<file path="src/rtl/cell_particle_reader.sv">
// ============================================================================
// Module   : cell_particle_reader
// Brief    : Reads a cell's particle count from word 0, then streams words
//            1..count out through a 4-entry fall-through FIFO with handshake.
// Revision : 1.0 - initial release
// ============================================================================
`default_nettype none

module cell_particle_reader #(
  parameter int DATA_WIDTH   = 96,
  parameter int PARTICLE_NUM = 220,
  parameter int ADDR_WIDTH   = 8
) (
  input  logic                  clk,
  input  logic                  rst,
  input  logic                  start,
  output logic                  busy,
  output logic                  done,
  output logic [ADDR_WIDTH-1:0] mem_addr,
  output logic                  mem_rden,
  input  logic [DATA_WIDTH-1:0] mem_q,
  output logic                  out_valid,
  input  logic                  out_ready,
  output logic [DATA_WIDTH-1:0] out_data,
  output logic [ADDR_WIDTH-1:0] out_id,
  output logic                  out_last
);

  localparam logic [ADDR_WIDTH-1:0] c_max_count = ADDR_WIDTH'(PARTICLE_NUM - 1);

  typedef enum logic [2:0] {
    S_IDLE     = 3'd0,
    S_CNT_REQ  = 3'd1,
    S_CNT_WAIT = 3'd2,
    S_STREAM   = 3'd3,
    S_FIN      = 3'd4
  } state_t;

  state_t                  r_state, w_next_state;
  logic                    r_wait_cnt;
  logic [ADDR_WIDTH-1:0]   r_count, w_count_sat;
  // One extra bit so the address counter can step past a full-range count.
  logic [ADDR_WIDTH:0]     r_next_addr;
  logic                    r_v1, r_v2;
  logic [ADDR_WIDTH-1:0]   r_id1, r_id2;
  logic [DATA_WIDTH-1:0]   r_fifo_data [4];
  logic [ADDR_WIDTH-1:0]   r_fifo_id   [4];
  logic [1:0]              r_wr_ptr, r_rd_ptr;
  logic [2:0]              r_occ;
  logic                    w_issue, w_fire, w_push, w_pop, w_fifo_empty, w_room;

  assign w_count_sat  = (mem_q[ADDR_WIDTH-1:0] > c_max_count) ? c_max_count
                                                              : mem_q[ADDR_WIDTH-1:0];
  assign w_fifo_empty = (r_occ == 3'd0);
  // Reserve a FIFO slot for every read still in the 2-cycle memory pipeline.
  assign w_room       = ((r_occ + {2'b00, r_v1} + {2'b00, r_v2}) < 3'd4);
  assign w_issue      = (r_state == S_STREAM) && (r_next_addr <= {1'b0, r_count}) && w_room;
  assign w_fire       = out_valid && out_ready;
  // Returning data bypasses the empty FIFO when it is consumed on arrival.
  assign w_push       = r_v2 && !(w_fire && w_fifo_empty);
  assign w_pop        = w_fire && !w_fifo_empty;
  assign busy         = (r_state != S_IDLE);

  always_ff @(posedge clk or posedge rst) begin
    if (rst) begin
      r_state <= S_IDLE;
    end else begin
      r_state <= w_next_state;
    end
  end

  always_comb begin
    w_next_state = r_state;
    mem_rden     = 1'b0;
    mem_addr     = '0;
    done         = 1'b0;
    case (r_state)
      S_IDLE:     if (start) w_next_state = S_CNT_REQ;
      S_CNT_REQ: begin
        mem_rden     = 1'b1;
        w_next_state = S_CNT_WAIT;
      end
      S_CNT_WAIT: if (r_wait_cnt) w_next_state = (w_count_sat == '0) ? S_FIN : S_STREAM;
      S_STREAM: begin
        if (w_issue) begin
          mem_rden = 1'b1;
          mem_addr = r_next_addr[ADDR_WIDTH-1:0];
        end
        if (w_fire && out_last) w_next_state = S_FIN;
      end
      S_FIN: begin
        done         = 1'b1;
        w_next_state = S_IDLE;
      end
      default:    w_next_state = S_IDLE;
    endcase
  end

  always_comb begin
    out_valid = (r_state == S_STREAM) && (!w_fifo_empty || r_v2);
    out_data  = '0;
    out_id    = '0;
    if (!w_fifo_empty) begin
      out_data = r_fifo_data[r_rd_ptr];
      out_id   = r_fifo_id[r_rd_ptr];
    end else if (r_v2) begin
      out_data = mem_q;
      out_id   = r_id2;
    end
    out_last = out_valid && (out_id == r_count);
  end

  always_ff @(posedge clk or posedge rst) begin
    if (rst) begin
      r_wait_cnt  <= 1'b0;
      r_count     <= '0;
      r_next_addr <= '0;
      r_v1        <= 1'b0;
      r_v2        <= 1'b0;
      r_id1       <= '0;
      r_id2       <= '0;
      r_wr_ptr    <= '0;
      r_rd_ptr    <= '0;
      r_occ       <= '0;
    end else begin
      r_wait_cnt <= (r_state == S_CNT_WAIT) ? ~r_wait_cnt : 1'b0;
      if (r_state == S_CNT_REQ) r_next_addr <= {{ADDR_WIDTH{1'b0}}, 1'b1};
      else if (w_issue)         r_next_addr <= r_next_addr + 1'b1;
      if (r_state == S_CNT_WAIT && r_wait_cnt) r_count <= w_count_sat;
      r_v1  <= w_issue;
      r_id1 <= mem_addr;
      r_v2  <= r_v1;
      r_id2 <= r_id1;
      if (w_push) r_wr_ptr <= r_wr_ptr + 2'd1;
      if (w_pop)  r_rd_ptr <= r_rd_ptr + 2'd1;
      case ({w_push, w_pop})
        2'b10:   r_occ <= r_occ + 3'd1;
        2'b01:   r_occ <= r_occ - 3'd1;
        default: r_occ <= r_occ;
      endcase
    end
  end

  always_ff @(posedge clk) begin
    if (w_push) begin
      r_fifo_data[r_wr_ptr] <= mem_q;
      r_fifo_id[r_wr_ptr]   <= r_id2;
    end
  end

endmodule

`default_nettype wire

</file>
<file path="config.mk">
export PLATFORM = sky130hd
export DESIGN_NAME = cell_particle_reader
export DESIGN_NICKNAME = d
export VERILOG_FILES = /design/src/rtl/cell_particle_reader.sv
export SDC_FILE = /design/constraint.sdc
export NUM_CORES = 1
export LEC_CHECK = 0
export ABC_AREA = 1
export CORE_UTILIZATION = 53
export CTS_BUF_LIST = sky130_fd_sc_hd__clkbuf_4
export DETAILED_ROUTE_END_ITERATION = 10
export GPL_TIMING_DRIVEN = 0
export PLACE_DENSITY = 0.79
export SLEW_MARGIN = 15
export SYNTH_ARGS = -nofsm -noshare
export SYNTH_HDL_FRONTEND = slang
export SYNTH_SLANG_ARGS = --single-unit
</file>
<file path="constraint.sdc">
create_clock -name clk -period 5.7 [get_ports clk]
set_clock_uncertainty 0.15 [all_clocks]
set_input_delay 1.425 -clock clk [delete_from_list [all_inputs] [get_ports clk]]
set_output_delay 1.425 -clock clk [all_outputs]
set_load 0.01 [all_outputs]
</file>
==> metrics.md, run 1 <==
| Metric | Value |
|---|---|
| I/O pin count | `217` |
| All-layer global routing usage | `0.2698` |
| Fin crit share | `0.8881` |
| DRT iter0 DRCs | `~1,200` |
| Critical Path Fanout Max | `10` |
| Post-CTS Setup Inserts | `0` |
| Combinational power share | `0.441` |
| Seq pwr share | `0.337` |
| Die area | `between 30,000 and 40,000 um2` |
| CTS max path bufs | `3` |
| Post-Syn Area per Cell | `around 13 um2` |
| Vias in the first global route | `13,980` |
| Synth Cell Area | `19,060 um2` |
| Die Span Y | `roughly 190 um` |
| Initial antenna violation count | `7` |
| Syn_nets | `1,638` |
| Crit path arrival time | `3.49 ns` |
| Rows | `69` |
| Post-synthesis sequential area ratio | `0.7158` |
| Post-synthesis register bit count | `about 460` |
| Post-route cell area | `between 20,000 and 25,000 um2` |
| Slew Limit Fails | `0` |
| R2r setup slk | `between 2 and 2.5 ns` |
| Core area | `approximately 35,000 um2` |
| PD cells | `528.5 nW/um2` |
| # setup viols final | `0` |
| Wire per inst | `around 20 um` |
| Sink Count | `462` |
| Synth area leader | `edfxtp_1` |
| Setup crit end kind | `output port` |
| Nets | `~2,000` |
| Post-synthesis cell count | `1,522` |
| Initial Util | `0.5371` |
| Status | `finished, final reports clean` |
| Leak | `around 8.8 nW` |
| DR pass1 iterations | `8` |
| Cell variety after synth | `41` |
| Most common cell in the synthesized netlist | `edfxtp_1` |
| Switching Share | `0.3621` |
| H-tree Lvls | `3` |
| Worst Max-Slew Pin Slew | `around 0.75 ns` |
| Routed Antenna Nets | `0` |
| Commonest cells in the netlist | `416 x edfxtp_1, 288 x nand2_1, 139 x inv_1` |
| Hpwl dp | `31.18 mm` |
| Post-synth EDFFs | `416` |
| Power Internal | `8.016 mW` |
| Clock transition at the registers of the reported paths | `about 0.070 ns` |
| DRT Wirelength | `approximately 50 mm` |
| PostCTS Resize Cnt | `0` |
| Routed via count | `14,020` |
| Port bufs | `~220` |
| Die W | `191.6 um` |
| DP Area | `22,260 um2` |
| Cts bufs inserted | `117` |
| Peak Freq | `0.1975 GHz` |
| Worst Path Required | `~4 ns` |
| Async SR Flop Fraction | `0.09957` |
| Minimum clock period | `5.062 ns` |
| Slew HR | `0.5016` |
| Layout area overhead | `24.77%` |
| Gpl congestion | `0.8912` |
| Skew-Pair Late Insertion Delay | `0.79 ns` |
| Max-Cap Viols | `0` |
| Post-synth top area share | `0.6554` |
| Largest net degree at the start of global routing | `28` |
| First-pass GRT wire length | `74.80 mm` |
| Power Total | `12.57 mW` |
| Worst Setup Path Type | `reg -> out` |
| RSZ-0062 raised after global routing | `no` |
| Final global-route overflow total | `0` |
| Fin. Hold Viols | `0` |
| Vias/cell | `5.773` |
| Synthesis Warnings | `0` |
| CTS tree | `done` |
| CTS root buf | `clkbuf_4` |
| Layout cells sized above 1 | `0.1252` |
| Main flop type after synthesis | `edfxtp_1` |
| Maximum VDD drop | `357.9 uV` |
| Clock power share | `0.222` |
| DRC Markers | `0` |
| NetSw | `4.551 mW` |
| Element type at the critical path start | `register` |
| Cts hold-fix bufs | `0` |
| Worst hold path type | `reg -> reg` |
| Synth top area cells | `edfxtp_1 66%, dfrtp_1 6.0%, nand2_1 5.7%` |
layout by cell type (no fill, tap or decap), drive strengths merged, types with 46 or more instances in the layout:
cell type | synthesis | routed
clkdlybuf4s50 | 0 | 216
nand2 | 293 | 293
edfxtp | 416 | 416
a32o | 88 | 88
buf | 29 | 48
o21ai | 114 | 114
dfrtp | 46 | 46
inv | 145 | 145
nand3 | 130 | 130
clkbuf | 60 | 233
a21oi | 110 | 110
path summary, 6_finish.rpt:
| kind | start | to | cells past startpoint |
|---|---|---|---|
| max | r_rd_ptr[1] | out_data[52] | 9 |
| max in group asynchronous | rst | r_count[4] | 3 |
| min reg2reg | r_id1[1] | r_id2[1] | 0 |
| min in group asynchronous | rst | r_occ[1] | 2 |
| max reg2reg | r_occ[1] | r_fifo_data[3][39] | 11 |
| min | r_id1[1] | r_id2[1] | 0 |
power by group through the flow:
stage	Clock, mW	Combinational, mW	Sequential, mW
final	2.79	5.54	4.23
after global routing	3.00	5.99	4.26
after CTS	2.85	5.54	4.23
after detailed placement	0	5.49	4.30
after global placement	0	5.29	4.38
after floorplan	0	2.90	4.32
state kept, by name (all words and copies together), names as in the netlist:
signal / count
r_fifo_data: 384
r_fifo_id: 32
r_next_addr: 9
r_count: 8
r_id1: 8
r_id2: 8
r_occ: 3
r_state: 3
r_rd_ptr: 2
r_wr_ptr: 2
r_v1: 1
r_v2: 1
r_wait_cnt: 1
per-layer routing:
layer,part of all wire,vias to the layer above,track usage
met5,0.0013,-,0
met4,0.029,10,0.1184
met1,0.39,6816,0.3502
li1,-,6311,-
met2,0.48,767,0.4385
met3,0.092,113,0.05902
logic make-up after synthesis:
group,Yosys count,share of synthesized area
and+or+nand+nor,469,0.1056
DFF,462,0.7158
buffers and inverters,234,0.04943
xor gates and xnor gates,11,0.005055
adders and majority gates,16,0.01090
AOI/OAI and AO/OA,330,0.1132
stage by stage:
stage               std cells  hold WS (ns)  setup WS [ns]  setup TNS (ns)  utilization
floorplan                1522        0.1812         -1.004         -417.77            -
global placement         2199        0.1832         -4.997        -1990.85       0.6143
detailed placement       2218        0.1847         0.8866               0       0.6274
CTS                      2426        0.1883         0.5510               0       0.6701
global route             2428        0.2030         0.4462               0       0.6702
finish                   2428        0.1889         0.6377               0       0.6702
critical path, cell delays in order (launching register included):
cell and delay (ns):
dfrtp_1 0.36, buf_4 0.17, inv_2 0.08, buf_4 0.17, buf_2 0.34, clkbuf_1 0.50, a21oi_1 0.12, o21ai_0 0.14
a32o_1 0.25, clkdlybuf4s50_1 0.55
area by class of cell:
| class | instances | area (um2) |
|---|---|---|
| Multi-Input combinational cell | 826 | 4504 |
| Fill cell | 2506 | 11700 |
| Clock inverter | 35 | 215.2 |
| Antenna cell | 2 | 5.005 |
| Buffer | 89 | 397.9 |
| Inverter | 145 | 544.3 |
| Timing Repair Buffer | 235 | 2595 |
| Tap cell | 461 | 576.8 |
| Sequential cell | 462 | 13640 |
| Clock buffer | 173 | 1299 |
Power figures use the tool's default switching activity.
==> run 2: changes to the inputs <==
==> constraint.sdc (replaced) <==
create_clock -name clk -period 5.7 [get_ports clk]
set_clock_uncertainty 0.15 [all_clocks]
set_input_delay 0.57 -clock clk [delete_from_list [all_inputs] [get_ports clk]]
set_output_delay 0.57 -clock clk [all_outputs]
set_load 0.01 [all_outputs]
==> metrics.md, run 2 (synthesis gave the netlist of run 1 again) <==
| Metric | Value |
|---|---|
| Final TNS setup | `0 ns` |
| Sink Count | `462` |
| FILL cells | `2,506` |
| Slew Limit Fails | `0` |
| Core area | `35,480 um2` |
| Clock transition at the registers of the reported paths | `0.07 ns` |
| First-pass GRT wire length | `between 70 and 80 mm` |
| Layout cells sized above 1 | `0.1251` |
| Vias in the first global route | `13,980` |
| Commonest non-fill, non-tap cell in the layout | `edfxtp_1` |
| DRT Wirelength | `49.18 mm` |
| Initial Util | `0.5371` |
| Combinational power share | `0.441` |
| Routed via count | `13,970` |
| Status | `finished, final reports clean` |
| Nets | `1,993` |
| Die Span Y | `191.6 um` |
| Final global-route overflow total | `0` |
| Port bufs | `roughly 220` |
| Clock power share | `0.222` |
| RSZ-0062 raised after global routing | `no` |
| # setup viols final | `0` |
| Power Internal | `8.017 mW` |
| Fin. Hold Viols | `0` |
| CTS root buf | `clkbuf_4` |
| Leak | `8.830 nW` |
| Seq pwr share | `0.337` |
| Power Total | `12.57 mW` |
| H-tree Lvls | `3` |
| Initial antenna violation count | `7` |
| Setup crit end kind | `output port` |
| Die area | `36,720 um2` |
| Critical Path Fanout Max | `10` |
| Rows | `69` |
| DP Area | `22,260 um2` |
| Final Util | `0.6705` |
| Largest net degree at the start of global routing | `28` |
| PD cells | `about 530 nW/um2` |
| NetSw | `4.552 mW` |
| Maximum VDD drop | `about 360 uV` |
| Worst Setup Path Type | `reg -> out` |
| Vias/cell | `5.752` |
| Most frequent cells in the layout | `416 x edfxtp_1, 288 x nand2_1, 216 x clkdlybuf4s50_1` |
| Worst Max-Slew Pin Slew | `about 0.74 ns` |
| Max-Cap Viols | `0` |
| Post-route cell area | `23,790 um2` |
| Crit path arrival time | `around 3.5 ns` |
| Hpwl dp | `~31 mm` |
| DRC Markers | `0` |
| DR pass1 iterations | `7` |
| Worst Path Required | `4.98 ns` |
| Minimum clock period | `around 4.2 ns` |
| Die W | `approximately 190 um` |
| All-layer global routing usage | `0.2698` |
| Wire per inst | `20.25 um` |
| Peak Freq | `0.2376 GHz` |
| Multi-input logic area | `4504 um2` |
| Fin crit share | `0.7384` |
| Max reg flops | `roughly 380` |
| Worst hold path type | `reg -> reg` |
| Routed Antenna Nets | `0` |
| Top flop regs | `r_fifo_data: 384 flops, r_fifo_id: 32 flops, r_next_addr: 9 flops` |
| Biggest register | `r_fifo_data` |
| Register area | `13,640 um2` |
| DRT iter0 DRCs | `1,257` |
| Element type at the critical path start | `register` |
| Switching Share | `0.3622` |
| CTS max path bufs | `3` |
| Gpl congestion | `0.8912` |
| CTS tree | `done` |
| I/O pin count | `approximately 220` |
| Skew-Pair Late Insertion Delay | `0.79 ns` |
| Slew HR | `0.5049` |
| Layout area overhead | `24.82%` |
| Cts bufs inserted | `117` |
[run 2: changes by cell type in the layout (fill, tap and decap cells not counted)]
cell and change:
dlygate4sd3_1 +1
[run 2: critical path, stage by stage, from the launching register on]
cell and delay (ns):
dfrtp_1 0.41, inv_2 0.10, nand3_4 0.18, nor2_4 0.20, buf_6 0.22, buf_2 0.28, clkbuf_1 0.48, a32o_1 0.25
clkdlybuf4s50_1 0.55
[run 2: power groups by stage]
stage | Clock, mW | Combinational, mW | Sequential (mW)
2_1_floorplan | 0 | 2.90 | 4.32
3_3_place_gp | 0 | 5.29 | 4.38
3_5_place_dp | 0 | 5.49 | 4.30
4_1_cts | 2.85 | 5.54 | 4.23
5_1_grt | 3.00 | 5.99 | 4.26
6_report | 2.79 | 5.55 | 4.23
[run 2: path summary, 6_finish.rpt]
check / start / to / slack, ns / cells past startpoint
max: r_occ[1] / out_data[83] / 1.49 / 8
min: r_id1[1] / r_id2[1] / 0.19 / 0
max reg2reg: r_occ[1] / r_fifo_data[3][48] / 2.23 / 11
min reg2reg: r_id1[1] / r_id2[1] / 0.19 / 0
max in group asynchronous: rst / r_count[4] / 4.38 / 4
min in group asynchronous: rst / r_occ[1] / 0.50 / 3
[run 2: layout make-up]
cell class              instances  share of cell area
multi-input cells             826              0.1893
clock inverters                35            0.009046
inverters                     145             0.02288
repair buffers                236              0.1095
flip-flops and latches        462              0.5735
clock buffers                 173             0.05459
well taps                     461             0.02425
plain buffers                  89             0.01672
diodes                          2           0.0002104
[run 2: metal layers]
layer	vias up	wire length (um)	GRT usage	part of all wire
met1	6762	18960	0.3502	0.39
met2	781	23880	0.4385	0.49
li1	6309	-	-	-
met3	110	4795	0.05902	0.098
met4	10	1474	0.1184	0.030
met5	-	66	0	0.0013
[run 2: metrics by stage]
step	hold slack (ns)	worst slack [ns]	instances
global route	0.2030	1.301	2429
finish	0.1938	1.491	2429
floorplan	0.1812	-0.6067	1522
global placement	0.1832	-4.345	2199
detailed placement	0.1847	2.252	2218
CTS	0.1883	1.406	2427
[run 2: what timing repair did]
item                                    in CTS  in global routing
endpoints found under the hold margin       19                  0
endpoints found under the setup margin       0                  0
hold buffers                                 1                  0
buffers inserted                             0                  0
gates resized for setup                      0                  0
==> patch: new RTL, settings of run 1 <==
The parameter `PARTICLE_NUM` goes from 220 to 128.
--- a/src/rtl/cell_particle_reader.sv
+++ b/src/rtl/cell_particle_reader.sv
@@ -8,7 +8,7 @@
 
 module cell_particle_reader #(
   parameter int DATA_WIDTH   = 96,
-  parameter int PARTICLE_NUM = 220,
+  parameter int PARTICLE_NUM = 128,
   parameter int ADDR_WIDTH   = 8
 ) (
   input  logic                  clk,
Check against the original RTL: no difference found for any inputs over 10 cycles, from zero or initial values and one cycle with rst high; that may be too few to reach the edited logic, so the function may still have changed.
==> patch against run 1 <==
  * Combinational power up 2%
  * Synthesized area up 0.38%
  * Wire length up 0.30%
  * Final area down 0.35%
  * Maximum frequency down 4.8%
  * Worst hold slack better by 5.9 ps
  * Sequential cell count unchanged
  * Core utilization down 0.40 points
  * Power down 0.69%
  * Sequential share of layout area up 0.20 points
  * Count of clock-buffer cells in the layout down 8
  * Worst setup slack worse by 250 ps
  * Via count up 1.3%
  * Largest power group unchanged
==> patch: results (changes against run 1) <==
* HP Start: r_id1[2]
* Largest net degree at the start of global routing at 38 (+36%)
* Maximum vdd drop at 0.340 mV (-5.0%)
* Compound-Gate Fraction of Synth Area at 11.2% (-0.095 points)
* Dpl hpwl at 32100 µm (+3.0%)
* FILL cells at 2595 (+3.6%)
* Syn avg cell area at 12.4 µm² (-0.73%)
* Max Fclk at 188 MHz (-4.8%)
* Critical path endpoint: out_data[90]
* Status: completed
* Xor-xnor portion of the synthesized cell area at 0.504% (-0.0019 points)
* Post-DP Area at 22300 µm² (about the same)
* Share of cells above drive strength 1 at 13.3% (+0.79 points)
* Multi-input logic area at 4850 µm² (+7.7%)
* Worst r2r path cells at 8 (-3)
* Seq/Total Area, Yosys at 71.3% (-0.27 points)
* Top cells by count, synth: 416 x edfxtp_1, 372 x nand2_1, 145 x nand3_1, 123 x o21ai_0, 101 x a21oi_1
* Critical Path Source: r_v2
* Final net count at 2002 (+0.50%)
* Mapped Nets at 1655 (+1.0%)
* Pre-CTS WS at 1140 ps (+255 ps)
* Worst reg2reg path endpoint: r_fifo_data[2][55]
* Placer Congestion at 0.890 (-0.13%)
* R2r setup slk at 1910 ps (-310 ps)
* Main combinational cell family by area after synthesis: simple AND/OR/NAND/NOR gates
* First-pass GRT wire length at 74700 µm (about the same)
* R2R Path Start: r_v2
* Arrival @ worst endpoint at 3740 ps (+250 ps)
* Synth Area in Adders at 1.09% (-0.0041 points)
* Count of cell types in the netlist at 36 (-12%)
==> patch: cell types whose count changed after synthesis, sizes merged, moves of 7 or more <==
cell | run 1 | this run
a32o | 88 | 96
a221o | 8 | 0
o21ai | 114 | 125
a21oi | 110 | 101
nand2 | 293 | 373
inv | 145 | 47
nor2 | 26 | 33
clkbuf | 60 | 40
nand3 | 130 | 146
buf | 29 | 65
==> patch: worst min-delay path by stage <==
stage / endpoint / slack (ps)
after floorplan: r_id2[0] / 180
after global placement: r_id2[1] / 180
after detailed placement: r_id2[2] / 180
after CTS: r_id2[5] / 190
after global routing: r_id2[2] / 200
final: r_id2[2] / 190
==> patch: layout make-up <==
cell class                 instances  area share, %
sequential                       462           57.6
multi-input combinational        925           20.5
timing repair buffer             233           10.7
clock buffer                     165           5.23
tap                              461           2.43
buffer                           105           2.08
inverter                          47          0.744
clock inverter                    31          0.723
antenna                            3         0.0317
==> patch: cell families after synthesis <==
kind of cell,count (synthesis)
buffers and inverters,152
AO/OA/AOI/OAI,329
AND/OR/NAND/NOR,569
adder cells (fa/ha/maj),16
XOR/XNOR,11
flip-flops,462
==> patch: power by group <==
group          switching, mW  internal (mW)  total (mW)  leakage (nW)
Sequential             0.125           4.09        4.21          4.35
Clock                   1.23           1.40        2.64         0.840
Combinational           3.30           2.33        5.63          3.26
Total                   4.65           7.83        12.5          8.46
==> patch: layer usage <==
layer / share of wire, % / track usage, %
met1: 38 / 34.3
met3: 9.9 / 5.83
met5: 0.063 / 0
met4: 3.3 / 12.6
met2: 49 / 44.1
